`src/rtl/bcd_press_counter.sv`:
```
// bcd_press_counter: counts debounced up/down presses as a 4-digit BCD value
// (0000..9999, wrapping) and scans it onto a common-anode 7-segment display.
module bcd_press_counter #(
  parameter int unsigned SCAN_DIV = 1000,
  parameter bit          BLANK_LZ = 1'b1
) (
  input  logic        clk_1M,
  input  logic        rst,
  input  logic        up_db,
  input  logic        down_db,
  input  logic        clr,
  output logic [15:0] count_bcd,
  output logic        change,
  output logic [3:0]  an,
  output logic [6:0]  seg
);

  localparam int unsigned CNT_W  = 16;
  localparam int unsigned SCAN_W = 16;
  localparam int unsigned IDX_W  = 2;
  localparam int unsigned NIB_W  = 4;
  localparam logic [SCAN_W-1:0] SCAN_LAST = SCAN_W'(SCAN_DIV - 1);

  logic                r_up_prev;
  logic                r_down_prev;
  logic [CNT_W-1:0]    r_count;
  logic                r_change;
  logic [SCAN_W-1:0]   r_scan;
  logic [IDX_W-1:0]    r_digit;

  logic                w_up_ev;
  logic                w_down_ev;
  logic [CNT_W-1:0]    w_inc;
  logic [CNT_W-1:0]    w_dec;
  logic [NIB_W-1:0]    w_nib;
  logic                w_blank;

  assign w_up_ev   = up_db & ~r_up_prev;
  assign w_down_ev = down_db & ~r_down_prev;

  assign count_bcd = r_count;
  assign change    = r_change;

  // BCD +1 and -1 of the current count, rippling carry/borrow across digits
  always_comb begin : bcd_step
    logic v_carry;
    logic v_borrow;
    w_inc    = r_count;
    w_dec    = r_count;
    v_carry  = 1'b1;
    v_borrow = 1'b1;
    for (int i = 0; i < 4; i++) begin
      if (v_carry) begin
        if (r_count[i*4 +: 4] == 4'd9) begin
          w_inc[i*4 +: 4] = 4'd0;
        end else begin
          w_inc[i*4 +: 4] = r_count[i*4 +: 4] + 4'd1;
          v_carry         = 1'b0;
        end
      end
      if (v_borrow) begin
        if (r_count[i*4 +: 4] == 4'd0) begin
          w_dec[i*4 +: 4] = 4'd9;
        end else begin
          w_dec[i*4 +: 4] = r_count[i*4 +: 4] - 4'd1;
          v_borrow        = 1'b0;
        end
      end
    end
  end

  // Edge history and count update: clear beats events, simultaneous events cancel
  always_ff @(posedge clk_1M or posedge rst) begin
    if (rst) begin
      r_up_prev   <= 1'b0;
      r_down_prev <= 1'b0;
      r_count     <= '0;
      r_change    <= 1'b0;
    end else begin
      r_up_prev   <= up_db;
      r_down_prev <= down_db;
      r_change    <= 1'b0;
      if (clr) begin
        r_count  <= '0;
        r_change <= 1'b1;
      end else if (w_up_ev && !w_down_ev) begin
        r_count  <= w_inc;
        r_change <= 1'b1;
      end else if (w_down_ev && !w_up_ev) begin
        r_count  <= w_dec;
        r_change <= 1'b1;
      end
    end
  end

  // Scan timer: each digit is held for SCAN_DIV cycles, then the index advances
  always_ff @(posedge clk_1M or posedge rst) begin
    if (rst) begin
      r_scan  <= '0;
      r_digit <= '0;
    end else if (r_scan == SCAN_LAST) begin
      r_scan  <= '0;
      r_digit <= r_digit + IDX_W'(1);
    end else begin
      r_scan  <= r_scan + SCAN_W'(1);
    end
  end

  // Select the scanned nibble and decide whether it is a leading zero
  always_comb begin
    w_nib   = r_count[3:0];
    w_blank = 1'b0;
    case (r_digit)
      2'd0: begin
        w_nib   = r_count[3:0];
        w_blank = 1'b0;
      end
      2'd1: begin
        w_nib   = r_count[7:4];
        w_blank = (r_count[15:4] == 12'h000);
      end
      2'd2: begin
        w_nib   = r_count[11:8];
        w_blank = (r_count[15:8] == 8'h00);
      end
      default: begin
        w_nib   = r_count[15:12];
        w_blank = (r_count[15:12] == 4'h0);
      end
    endcase
  end

  assign an = ~(4'b0001 << r_digit);

  // Active-low segment decode {g,f,e,d,c,b,a}; blanked digits are all off
  always_comb begin
    seg = 7'b1111111;
    if (!(BLANK_LZ && w_blank)) begin
      case (w_nib)
        4'd0:    seg = 7'b1000000;
        4'd1:    seg = 7'b1111001;
        4'd2:    seg = 7'b0100100;
        4'd3:    seg = 7'b0110000;
        4'd4:    seg = 7'b0011001;
        4'd5:    seg = 7'b0010010;
        4'd6:    seg = 7'b0000010;
        4'd7:    seg = 7'b1111000;
        4'd8:    seg = 7'b0000000;
        4'd9:    seg = 7'b0010000;
        default: seg = 7'b1111111;
      endcase
    end
  end

endmodule

```
`config.mk`:
```
export PLATFORM = sky130hd
export DESIGN_NAME = bcd_press_counter
export DESIGN_NICKNAME = d
export VERILOG_FILES = /design/src/rtl/bcd_press_counter.sv
export SDC_FILE = /design/constraint.sdc
export NUM_CORES = 1
export LEC_CHECK = 0
export BUFFER_PORTS_ARGS = -buffer_cell sky130_fd_sc_hd__buf_2
export CORE_ASPECT_RATIO = 0.6
export CORE_UTILIZATION = 59
export DETAILED_ROUTE_END_ITERATION = 12
export PLACE_DENSITY = 0.85
export SETUP_SLACK_MARGIN = 0.02
export SYNTH_ARGS = -nofsm -noshare
export SYNTH_HDL_FRONTEND = slang
export SYNTH_SLANG_ARGS = --single-unit
```
`constraint.sdc`:
```
create_clock -name clk_1M -period 2.3 [get_ports clk_1M]
set_input_delay 0.23 -clock clk_1M [delete_from_list [all_inputs] [get_ports clk_1M]]
set_output_delay 0.23 -clock clk_1M [all_outputs]
set_load 0.05 [all_outputs]
```
==> impl_metrics.ini, run 1 <==
[synth]
netlist_instances = 307
synthArstFlopShare_pct = 100
synth_edf_count = 0
ys.flop_type = dfrtp_1
synth.top_cells.by_count = dfrtp_1, nor2_1, inv_1
yosysWarnings = 0
synth_nets = 323
synth.distinct_cells = 58
ys_top_cells_by_area = dfrtp_1, ha_1, xor2_1
synth_top_area_cell = dfrtp_1
synth_area_um2 = 2740
yosysMostFrequentCell = dfrtp_1
syn_area_per_cell_um2 = 8.91
synth_top_area_share_pct = 33.9
synth_seq_area_share_pct = 33.9
synth-seq-cells = 37

[detailed_routing]
drt_iter0_drc = 429
viasPerCell = 6.74
post_drt_wl_per_cell_um = 21.4
vias = 2933
ant_nets = 0
first_pass_iters = 6
drc = 0
routed_wl_um = 9320

[floorplanning]
fp.coreArea_um2 = 4280
dieArea_um2 = 4920
initial_core_util_pct = 63.9
rows = 18
die_height_um = 54.7
io_pins = 33
fp.dieW_um = 89.9

[critical_path]
crit_family = compound AO/OA/AOI/OAI gates
path_buf_inv = 3
path_max_fanout = 4
worst_setup_path_end_kind = primary output
r2r_slack_ns = 0.09
timing.rr.end = count_bcd[14]
path_common_cell = ha_4
startpoint = r_digit[1]
slowest_delay_ns = 0.44
endpoint = seg[6]
reg2regPathDepth = 7
path_class = register to primary output
critical_path_depth = 9
timing.rr.start = r_up_prev
slowest_stage = dfrtp_1
cp.arrival_ns = 2.63
cp-start-kind = register
cp.required_ns = 2.07
path_cells = inv_2, ha_4, a222oi_1, mux2i_2, ha_4, a2111oi_4, buf_4, a31oi_2, buf_6

[sta]
period_minus_slack_ns = 2.86
finalCritPeriodShare_pct = 124
drv_slew = 0
fmax_mhz = 350
worst_pin_slew_ns = 0.767
setup_slack_ns = -0.558
finalSetupViolations = 7
setup_tns_ns = -3.26
fin_skew_ns = 0.0121
rsz0062_at_grt = yes
slew_headroom_pct = 48.4
hold_violations = 0

[final_layout]
multi_input_comb_area_um2 = 1790
n_fill_cell = 216
drive_above_1_share_pct = 35.5
stdcell_count = 435
syn_to_final_growth_pct = 30.2
final_util_pct = 83.2
register_area_um2 = 936
fin_nets = 390
diodes = 0

[global_route]
antenna_found_initial = 0
grt_max_degree = 38
grt_pass1_wl_um = 12300
grt_pass1_vias = 2310
grt-ovfl-total = 0
grtUsageTotal_pct = 33.6

[clocking]
cts_tree = done
cts_buffers = 5
clk_pin_slew_ns = 0.08
clk-insertion-delay-late_ns = 0.30
cts_max_level = 2
cts.sinks = 37
clockRootBuffer = clkbuf_8
clockBufferDepth = 2

[power]
ir_drop_uv = 503
powerDensity_nw_per_um2 = 807
power.leakage_nw = 1.62
finalPower_mw = 2.88

[placed_design]
place_congestion = 0.849
placed_cells = 412
portBuffers = 32
place_ws_ns = -0.184
dpl.hpwl_um = 4850

[min_path]
min_path_type = input pin to async pin

[outcome]
violations = setup timing
status = complete, but fails checks

[run]
drv_cap = 0
-- repair_timing --
item,4_1_cts,5_1_grt
setup endpoints to repair,7,7
setup buffers,11,4
hold buffers,0,0
pin swaps,10,5
gates resized for setup,39,7
-- report_power, final --
part	switching (mW)	leakage [nW]	internal [mW]
combinational	0.998	1.10	0.532
sequential	0.152	0.472	0.740
clock	0.245	0.0450	0.210
-- worst min-delay path: cells and delay by family --
kind	cells	cell delay [ns]
buffers and inverters	3	0.54
-- layout make-up --
type                       instances  area share (%)
timing repair buffer              83            16.9
multi-input combinational        226            50.1
tap                               60            2.11
clock inverter                     2           0.281
inverter                          21            2.28
clock buffer                       6            2.04
sequential                        37            26.3
-- through the flow --
step                cell area [um^2]  hold WS, ns
global route                    3560       0.0593
global placement                3170        0.356
floorplan                       2790        0.261
CTS                             3500       0.0506
finish                          3560       0.0312
detailed placement              3170        0.361
-- cells by family (layout without fill, tap and decap cells) --
kind of cell             after synthesis  in the layout  synth area share, %
XOR/XNOR                              24             24                 7.69
buffers and inverters                 44            112                 7.18
multiplexers                          18             18                 7.23
AND/OR/NAND/NOR                      107            107                 22.1
adder cells (fa/ha/maj)               11             11                 5.03
AO/OA/AOI/OAI                         66             66                 16.9
flip-flops                            37             37                 33.9
-- layer usage --
metal | up-vias | global-route usage (%) | share of wire (%)
met3 | 70 | 9.44 | 13
met2 | 249 | 52.3 | 43
met4 | 0 | 15.6 | 6.3
met5 | - | 0 | 0
met1 | 1365 | 44.6 | 38
li1 | 1249 | - | -
-- flip-flops by register name, summed over array words and instances (netlist names) --
name / count
change: 1
count_bcd: 16
r_digit: 2
r_down_prev: 1
r_scan: 16
r_up_prev: 1
-- placed cells by master, fill, tap and decap left out, types with 6 or more instances in the layout --
cell type / count
a21oi_1: 6
buf_2: 25
buf_4: 47
buf_6: 11
dfrtp_1: 29
dfrtp_2: 8
ha_4: 6
inv_1: 17
mux2i_1: 7
nand2_1: 15
nand3_1: 11
nand4_1: 6
nor2_1: 22
nor2b_1: 7
nor3_1: 9
o21ai_0: 11
xnor2_1: 11
xor2_1: 13
-- worst min-delay path by stage --
stage / endpoint / from / depth (start not counted) / slack, ns
finish: count_bcd[2] / rst / 3 / 0.03
global route: r_up_prev / up_db / 1 / 0.06
detailed placement: count_bcd[2] / rst / 3 / 0.36
global placement: count_bcd[2] / rst / 3 / 0.36
floorplan: r_down_prev / down_db / 0 / 0.26
CTS: count_bcd[2] / rst / 3 / 0.05
Power figures use the tool's default switching activity.
==> run 2, diff against run 1 <==
--- a/config.mk
+++ b/config.mk
@@ -6,9 +6,9 @@
 export NUM_CORES = 1
 export LEC_CHECK = 0
 export BUFFER_PORTS_ARGS = -buffer_cell sky130_fd_sc_hd__buf_2
-export CORE_ASPECT_RATIO = 0.6
 export CORE_UTILIZATION = 59
 export DETAILED_ROUTE_END_ITERATION = 12
+export HOLD_SLACK_MARGIN = 0.15
 export PLACE_DENSITY = 0.85
 export SETUP_SLACK_MARGIN = 0.02
 export SYNTH_ARGS = -nofsm -noshare
==> impl_metrics.ini, run 2 (same netlist as run 1, synthesis figures left out) <==
[outcome]
status = complete, but fails checks
violations = setup timing

[power]
powerDensity_nw_per_um2 = 819
power.leakage_nw = 1.61
ir_drop_uv = 507

[floorplanning]
initial_core_util_pct = 62.0
rows = 24
fp.dieW_um = 70.1
dieArea_um2 = 4910
fp.coreArea_um2 = 4410
io_pins = 33
die_height_um = 70.1

[placed_design]
place_ws_ns = -0.195
placed_cell_area_um2 = 3150
portBuffers = 32
dpl.hpwl_um = 4570
place_congestion = 0.829
placed_cells = 402

[global_route]
grt_max_degree = 38
grt-ovfl-total = 0
grt_pass1_wl_um = 12100
grtUsageTotal_pct = 30.9
grt_pass1_vias = 2476
antenna_found_initial = 0

[clocking]
clk-insertion-delay-late_ns = 0.30
clk_pin_slew_ns = 0.08
cts_tree = done
clockRootBuffer = clkbuf_8
cts_buffers = 5
clockBufferDepth = 2
cts.sinks = 37
cts_max_level = 2

[final_layout]
drive_above_1_share_pct = 34.5
syn_to_final_growth_pct = 29.7
most-common-layout-cells = buf_4, dfrtp_1, buf_2, nor2_1
diodes = 0
layout_commonest_cell = buf_4
fin_nets = 386
stdcell_count = 423
final_cell_area_um2 = 3550
final_util_pct = 80.4

[sta]
slew_headroom_pct = 63.5
hold_violations = 0
drv_slew = 0
setup_slack_ns = -0.442
finalCritPeriodShare_pct = 119
rsz0062_at_grt = yes
fin_skew_ns = 0.00850
fmax_mhz = 365
finalSetupViolations = 7
period_minus_slack_ns = 2.74
worst_pin_slew_ns = 0.537

[run]
drv_cap = 0

[critical_path]
path_class = register to primary output
crit_family = buffers and inverters
cp.required_ns = 2.07
r2r_slack_ns = 0.10
path_max_fanout = 5
path_cells = inv_4, ha_4, a222oi_1, mux2i_2, buf_4, buf_6, a211oi_2, buf_4, o21ai_4, buf_6
cp.arrival_ns = 2.51
slowest_stage = dfrtp_2
cp-start-kind = register
worst_setup_path_end_kind = primary output
slowest_delay_ns = 0.45
path_buf_inv = 5

[detailed_routing]
first_pass_iters = 6
drc = 0
post_drt_wl_per_cell_um = 18.0
ant_nets = 0
routed_wl_um = 7620
drt_iter0_drc = 322
vias = 2723
viasPerCell = 6.44

[min_path]
min_path_type = input pin to register
[run 2: area by class of cell]
cell class                      instances  area, um^2
Clock inverter                          2        38.8
Inverter                               21        83.8
Tap cell                               52        65.1
Sequential cell                        37         938
Clock buffer                            6        72.6
Timing Repair Buffer                   79         576
Multi-Input combinational cell        226        1770
Fill cell                             240         867
[run 2: worst paths after layout]
check | start | to | cells past startpoint
max in group asynchronous | rst | r_digit[0] | 4
worst max register to register | r_down_prev | count_bcd[14] | 7
worst min-delay path | clr | change | 3
worst min register to register | r_scan[0] | r_scan[0] | 1
worst max-delay path | r_digit[0] | seg[4] | 10
min in group asynchronous | rst | count_bcd[10] | 4
[run 2: worst reg2reg max path: cells and delay by family, from the launching register on]
kind	cells	cell delay, ns
fa+ha+maj	1	0.25
buf+inv	1	0.07
mux	1	0.33
flops	1	0.36
simple gates	3	0.60
compound gates	1	0.49
[run 2: report_power, final]
part | switching [mW] | total, mW | internal, mW | leakage, nW
registers | 0.121 | 0.860 | 0.740 | 0.469
logic | 0.938 | 1.47 | 0.531 | 1.08
clock network | 0.250 | 0.575 | 0.326 | 0.0554
total | 1.31 | 2.90 | 1.60 | 1.61
[run 2: metrics by stage]
| step | hold WS, ns | total power [mW] | TNS (ns) |
|---|---|---|---|
| 3_5_place_dp | 0.357 | 2.20 | -0.268 |
| 2_1_floorplan | 0.261 | 1.88 | -0.300 |
| 3_3_place_gp | 0.356 | 2.17 | -0.0839 |
| 5_1_grt | 0.329 | 3.04 | -2.99 |
| 6_report | 0.294 | 2.90 | -2.67 |
| 4_1_cts | 0.299 | 2.84 | -1.40 |
[run 2: per-layer routing]
| layer | part of all wire [%] | routed length (um) | track usage (%) |
|---|---|---|---|
| met3 | 6.3 | 478 | 6.06 |
| met4 | 3.5 | 268 | 14.4 |
| met5 | 0 | 0 | 0 |
| met2 | 47 | 3550 | 46.7 |
| met1 | 44 | 3320 | 42.8 |
[run 2: timing repair]
item,CTS,global route
hold buffers,3,0
endpoints found under the hold margin,39,0
setup endpoints to repair,7,11
pin swaps,10,6
resized for setup,34,14
setup buffers,4,6
